[config.mk]
export PLATFORM = sky130hd
export DESIGN_NAME = hwpe_ctrl_job_scheduler
export DESIGN_NICKNAME = d
export VERILOG_FILES = /design/src/rtl/hwpe_ctrl_job_scheduler_pkg.sv /design/src/rtl/hwpe_ctrl_job_scheduler.sv
export SDC_FILE = /design/constraint.sdc
export NUM_CORES = 1
export LEC_CHECK = 0
export CELL_PAD_IN_SITES_DETAIL_PLACEMENT = 1
export CELL_PAD_IN_SITES_GLOBAL_PLACEMENT = 1
export CORE_ASPECT_RATIO = 1.25
export CORE_MARGIN = 2
export CORE_UTILIZATION = 47
export DETAILED_ROUTE_END_ITERATION = 7
export DONT_BUFFER_PORTS = 1
export GPL_ROUTABILITY_DRIVEN = 0
export PLACE_DENSITY_LB_ADDON = 0.1
export REMOVE_ABC_BUFFERS = 1
export SYNTH_ARGS = -nofsm -noshare
export SYNTH_HDL_FRONTEND = slang
export SYNTH_SLANG_ARGS = --single-unit
[constraint.sdc]
create_clock -name clk_i -period 2.8 [get_ports clk_i]
set_clock_uncertainty 0.15 [all_clocks]
set_input_delay 0.56 -clock clk_i [delete_from_list [all_inputs] [get_ports clk_i]]
set_output_delay 0.56 -clock clk_i [all_outputs]
set_load 0.01 [all_outputs]
[src/rtl/hwpe_ctrl_job_scheduler_pkg.sv]
// Shared types and default sizes for the HWPE job scheduler.
//   ctx_state_e   : lifecycle of one register context
//   sched_state_e : engine dispatch FSM states
package hwpe_ctrl_job_scheduler_pkg;

    localparam int REGFILE_N_CONTEXT   = 2;
    localparam int REGFILE_N_MAX_CORES = 16;
    localparam int REGFILE_ID_WIDTH    = 8;

    typedef enum logic [1:0] {
        CTX_FREE      = 2'd0,
        CTX_ACQUIRED  = 2'd1,
        CTX_COMMITTED = 2'd2,
        CTX_RUNNING   = 2'd3
    } ctx_state_e;

    typedef enum logic [1:0] {
        SCHED_IDLE  = 2'd0,
        SCHED_START = 2'd1,
        SCHED_RUN   = 2'd2
    } sched_state_e;

endpackage

[src/rtl/hwpe_ctrl_job_scheduler.sv]
// HWPE job scheduler: hands out register contexts to offloading cores
// (acquire/commit), dispatches committed contexts to the engine in ring
// order and routes the completion event back to the owning core.
//
// Ports
//   clk_i, rst_ni         clock, async active-low reset
//   clear_i               synchronous soft clear (same effect as reset)
//   acquire_req_i/src_i   core read of ACQUIRE and its core index
//   acquire_gnt_o/id_o    combinational grant and job ID for that read
//   pointer_ctx_o         context currently being programmed (wr_ptr)
//   commit_i              commit strobe for the acquired context
//   start_o               one-cycle engine start pulse
//   running_ctx_o         context being executed (rd_ptr)
//   busy_o                engine active or a committed job pending
//   done_i                engine completion pulse
//   evt_o                 one-cycle one-hot done event to the owner core
//   finished_cnt_o        saturating count of completed jobs
//
// Engine FSM
//   state       | meaning
//   SCHED_IDLE  | waiting for ctx[rd_ptr] to be committed
//   SCHED_START | start pulse out, context marked running
//   SCHED_RUN   | engine busy, waiting for done_i
module hwpe_ctrl_job_scheduler
    import hwpe_ctrl_job_scheduler_pkg::*;
#(
    parameter int N_CONTEXT = REGFILE_N_CONTEXT,
    parameter int N_CORES   = REGFILE_N_MAX_CORES,
    parameter int ID_WIDTH  = REGFILE_ID_WIDTH
) (
    input  logic                         clk_i,
    input  logic                         rst_ni,
    input  logic                         clear_i,
    input  logic                         acquire_req_i,
    input  logic [$clog2(N_CORES)-1:0]   acquire_src_i,
    output logic                         acquire_gnt_o,
    output logic [ID_WIDTH-1:0]          acquire_id_o,
    output logic [$clog2(N_CONTEXT)-1:0] pointer_ctx_o,
    input  logic                         commit_i,
    output logic                         start_o,
    output logic [$clog2(N_CONTEXT)-1:0] running_ctx_o,
    output logic                         busy_o,
    input  logic                         done_i,
    output logic [N_CORES-1:0]           evt_o,
    output logic [7:0]                   finished_cnt_o
);

    localparam int PTR_W  = $clog2(N_CONTEXT);
    localparam int CORE_W = $clog2(N_CORES);

    ctx_state_e          ctx_state_q [N_CONTEXT];
    logic [CORE_W-1:0]   ctx_owner_q [N_CONTEXT];
    logic [PTR_W-1:0]    wr_ptr_q, rd_ptr_q;
    logic [ID_WIDTH-1:0] job_id_q;
    logic [N_CORES-1:0]  evt_q;
    logic [7:0]          finished_q;
    sched_state_e        state_q, state_d;

    logic any_acquired, any_committed;
    logic gnt, commit_ok, run_done;

    always_comb begin
        any_acquired  = 1'b0;
        any_committed = 1'b0;
        for (int i = 0; i < N_CONTEXT; i++) begin
            if (ctx_state_q[i] == CTX_ACQUIRED)  any_acquired  = 1'b1;
            if (ctx_state_q[i] == CTX_COMMITTED) any_committed = 1'b1;
        end
    end

    // Only one context may be in ACQUIRED at a time; a grant needs the write
    // slot free, which also covers the "all contexts busy" case.
    assign gnt       = acquire_req_i & ~clear_i & ~any_acquired
                     & (ctx_state_q[wr_ptr_q] == CTX_FREE);
    assign commit_ok = commit_i & (ctx_state_q[wr_ptr_q] == CTX_ACQUIRED);
    assign run_done  = (state_q == SCHED_RUN) & done_i;

    always_comb begin
        state_d = state_q;
        start_o = 1'b0;
        case (state_q)
            SCHED_IDLE: begin
                if (ctx_state_q[rd_ptr_q] == CTX_COMMITTED) state_d = SCHED_START;
            end
            SCHED_START: begin
                start_o = 1'b1;
                state_d = SCHED_RUN;
            end
            SCHED_RUN: begin
                if (done_i) state_d = SCHED_IDLE;
            end
            default: state_d = SCHED_IDLE;
        endcase
    end

    always_ff @(posedge clk_i or negedge rst_ni) begin
        if (!rst_ni) begin
            state_q <= SCHED_IDLE;
        end else if (clear_i) begin
            state_q <= SCHED_IDLE;
        end else begin
            state_q <= state_d;
        end
    end

    // Acquire/commit act on wr_ptr, start/done on rd_ptr. They never touch the
    // same context in one cycle because each requires a different prior state.
    always_ff @(posedge clk_i or negedge rst_ni) begin
        if (!rst_ni) begin
            for (int i = 0; i < N_CONTEXT; i++) begin
                ctx_state_q[i] <= CTX_FREE;
                ctx_owner_q[i] <= '0;
            end
            wr_ptr_q   <= '0;
            rd_ptr_q   <= '0;
            job_id_q   <= '0;
            evt_q      <= '0;
            finished_q <= '0;
        end else if (clear_i) begin
            for (int i = 0; i < N_CONTEXT; i++) begin
                ctx_state_q[i] <= CTX_FREE;
                ctx_owner_q[i] <= '0;
            end
            wr_ptr_q   <= '0;
            rd_ptr_q   <= '0;
            job_id_q   <= '0;
            evt_q      <= '0;
            finished_q <= '0;
        end else begin
            evt_q <= '0;
            for (int i = 0; i < N_CONTEXT; i++) begin
                if (gnt && wr_ptr_q == PTR_W'(i)) begin
                    ctx_state_q[i] <= CTX_ACQUIRED;
                    ctx_owner_q[i] <= acquire_src_i;
                end else if (commit_ok && wr_ptr_q == PTR_W'(i)) begin
                    ctx_state_q[i] <= CTX_COMMITTED;
                end else if (state_q == SCHED_START && rd_ptr_q == PTR_W'(i)) begin
                    ctx_state_q[i] <= CTX_RUNNING;
                end else if (run_done && rd_ptr_q == PTR_W'(i)) begin
                    ctx_state_q[i] <= CTX_FREE;
                end
            end
            if (gnt)       job_id_q <= job_id_q + ID_WIDTH'(1);
            if (commit_ok) wr_ptr_q <= wr_ptr_q + PTR_W'(1);
            if (run_done) begin
                rd_ptr_q                        <= rd_ptr_q + PTR_W'(1);
                evt_q[ctx_owner_q[rd_ptr_q]]    <= 1'b1;
                if (finished_q != 8'hFF) finished_q <= finished_q + 8'd1;
            end
        end
    end

    assign acquire_gnt_o  = gnt;
    assign acquire_id_o   = job_id_q;
    assign pointer_ctx_o  = wr_ptr_q;
    assign running_ctx_o  = rd_ptr_q;
    assign busy_o         = (state_q != SCHED_IDLE) | any_committed;
    assign evt_o          = evt_q;
    assign finished_cnt_o = finished_q;

endmodule
==> qor_table.md <==
| Step | Result | Value |
|---|---|---|
| run status | Result of the run | finished clean |
| cts | Cell at the root of the clock tree | clkbuf_8 |
| detailed routing | DRC Markers | 0 |
| setup path | Critical path peak fanout | 15 |
| timing | Worst-case hold slack | 156.7 ps |
| cts | Htree depth | 2 |
| cts | Deepest clock path buffer count | 2 |
| grt | Total grt overflow | 0 |
| synth | Post-synth top area share | 55.08% |
| setup path | Element type at the critical path end | output pin |
| grt | Vias in the first global route | 1722 |
| timing | Max-Slew Margin vs Limit | 51.01% |
| setup path | Required time of the critical path | 2090 ps |
| timing | Unrepaired setup endpoints after global routing | false |
| grt | Initial antenna violation count | 0 |
| power and ir drop | Peak ir drop on the vdd network | 0.0004505 V |
| flow run | Total of max-cap violations | 0 |
| detailed routing | Via-to-Cell Ratio | 5.712 |
| synth | Post-synthesis cell area | 2181 µm² |
| power and ir drop | Power per Cell Area | 628.1 nW/µm² |
| finish | Utilization after layout | 53.77% |
| die | Row count | 27 |
| synth | Portion of the post-synthesis area used by sequential elements | 55.08% |
| detailed routing | DRT iter0 DRCs | 83 |
| timing | Final-report hold violation count | 0 |
| synth | Mean instance size in the synthesized netlist | 10.00 µm² |
| detailed routing | Drt first pass iters | 4 |
| placement | Post-placement setup slack | 350.3 ps |
| synth | Post-Synthesis Cells | 218 |
| finish | Layout Area Growth over Synthesis | 9.122% |
| placement | DPL Wire Length | 3.645 mm |
| timing | Fin crit period | 2573 ps |
| cts | Source-to-sink clock delay at the later pin of the worst-skew pair | 300 ps |
| synth | Ranking of synthesized cells by instance count | dfrtp_1, nor2_1, nand3_1 |
| timing | Number of pins exceeding their max-slew limit in the final report | 0 |
| detailed routing | Average wire length per cell after detail routing | 18.00 µm |
| die | Die area | 5204 µm² |
| setup path | Data arrival time at the worst-slack endpoint | 1860 ps |
| setup path | Critical path start-end classification | reg -> out |
| grt | Maximum number of pins on one net before global-route repair | 49 |
| synth | Primary FF master, synth | dfrtp_1 |
| synth | Top cells by area, synth | dfrtp_1, nor2_1, nand3_1, nand2b_1, o21ai_0 |
| cts | CTS clk-pin slew, worst paths | 90 ps |
| synth | Count of flip-flops with a built-in enable after synthesis | 0 |
| placement | Count of input and output buffers | 0 |
| worst hold path | Class of the tightest hold or removal check | in -> reg |
| finish | Nets@finish | 231 |
| detailed routing | Antenna Violating Nets Remaining | 0 |
| synth | Number of distinct library cell variants in the gate-level netlist after synthesis | 44 |
| die | Initial Utilization | 49.28% |
| die | Area inside the core boundary | 4425 µm² |
| die | Die outline width | 64.93 µm |
| timing | Final worst-path cycle share | 91.89% |
| die | Number of top-level pins | 47 |
| synth | Share of synthesized flip-flops with an asynchronous set or reset | 100.0% |
| finish | Post-route standard cell area excluding fillers | 2380 µm² |
| finish | Share of final-layout standard cells stronger than drive strength 1 | 8.182% |
| cts | Total CTS buffers | 5 |
| timing | Total negative setup slack | 0 ps |
| synth | Yosys Warn Count | 0 |
| timing | Maximum achievable frequency | 388.7 MHz |
| cts | TritonCTS clock tree | built |
| timing | Final worst setup slack | 227.2 ps |
| grt | Overall global routing resource usage | 21.30% |
| grt | Wire length of the first global-routing pass | 8.383 mm |
| finish | Number of antenna cells inserted | 0 |
| cts | Number of sinks handled by clock tree synthesis | 48 |
| timing | Number of endpoints failing setup at the final stage | 0 |
| setup path | Sort of element at the start of the critical path | register |
| placement | Post-detailed-placement cell area | 2217 µm² |
| synth | Most common cell in the synthesized netlist | dfrtp_1 |
| synth | Top cell type by total area after synthesis | dfrtp_1 |
| synth | Post-synthesis register bit count | 48 |
| die | Height of the chip | 80.16 µm |
| power and ir drop | Static leakage power | 1.067 nW |
| timing | Worst slew pin tran | 734.8 ps |
| cts | # Post-CTS Setup Buffers | 0 |
| finish | # fillers | 477 |
| detailed routing | Overall routed net length | 5.004 mm |
| detailed routing | Vias after detailed routing | 1588 |
## cell type report
type                            count  area (µm²)  share of cell area, %
Multi-Input combinational cell    153       909.6                  38.22
Clock buffer                        6       82.58                  3.470
Clock inverter                      2       38.79                  1.630
Timing Repair Buffer                3       45.04                  1.893
Sequential cell                    48        1201                  50.47
Inverter                            8       30.03                  1.262
Tap cell                           58       72.57                  3.049
## flip-flops by register name (all words and copies together), names as in the netlist
register,cells
acquire_id_o,8
ctx_owner_q,8
ctx_state_q,4
evt_o,16
finished_cnt_o,8
pointer_ctx_o,1
running_ctx_o,1
state_q,2
## report_power, final
group | internal (mW) | switching, mW | total [mW]
Clock | 0.292 | 0.233 | 0.525
Sequential | 0.727 | 0.0419 | 0.768
Combinational | 0.0783 | 0.123 | 0.201
## per-stage QoR
step                std cells  power [mW]
global route              278       1.574
floorplan                 209      0.9107
detailed placement        268      0.9620
finish                    278       1.495
global placement          268      0.9489
CTS                       278       1.513
## layout by cell type (no fill, tap or decap), drive strengths merged, types with 3 or more instances in the layout
master  synthesis  final
mux2i           4      4
nor2b           4      4
o31ai           5      5
nor2           35     35
inv             8      8
o21ai          10     10
nand2b          9      9
and3            4      4
xor2            5      5
nand2          11     11
mux2            3      3
clkbuf          6      6
or3             4      4
nand3          13     13
a21oi           9      9
dfrtp          48     48
nor3            6      6
## what timing repair did
item	CTS	global route
resized for setup	1	0
endpoints found under the hold margin	48	0
setup endpoints to repair	1	0
hold buffers	2	0
## worst paths after layout
check	start	endpoint	slack, ps	cells past startpoint
hold reg to reg	ctx_owner_q[6]	ctx_owner_q[6]	460	2
hold / removal	clear_i	acquire_id_o[1]	160	1
setup / recovery	pointer_ctx_o	acquire_gnt_o	230	3
max in group asynchronous	rst_ni	state_q[1]	1670	2
min in group asynchronous	rst_ni	finished_cnt_o[4]	610	2
setup reg to reg	pointer_ctx_o	acquire_id_o[7]	540	4
## kinds of logic after synthesis
kind of cell             count (synthesis)  share of synthesized area [%]
adder cells (fa/ha/maj)                  2                          1.147
buffers and inverters                   17                          3.385
AO/OA/AOI/OAI                           40                          12.11
flip-flops                              48                          55.08
multiplexers                             7                          3.557
XOR/XNOR                                 6                          2.410
AND/OR/NAND/NOR                         98                          22.32
## routing by layer
metal	vias up	share of wire, %	GRT usage [%]
met5	-	0	0
met4	0	1.2	6.809
li1	757	-	-
met2	39	54	38.56
met3	6	5.8	7.143
met1	786	39	23.18
## worst max-delay path, stage by stage, from the launching register on
cell and delay, ps:
dfrtp_1 410, mux2_4 300, or4_4 630, inv_2 220
Power figures use the tool's default switching activity.
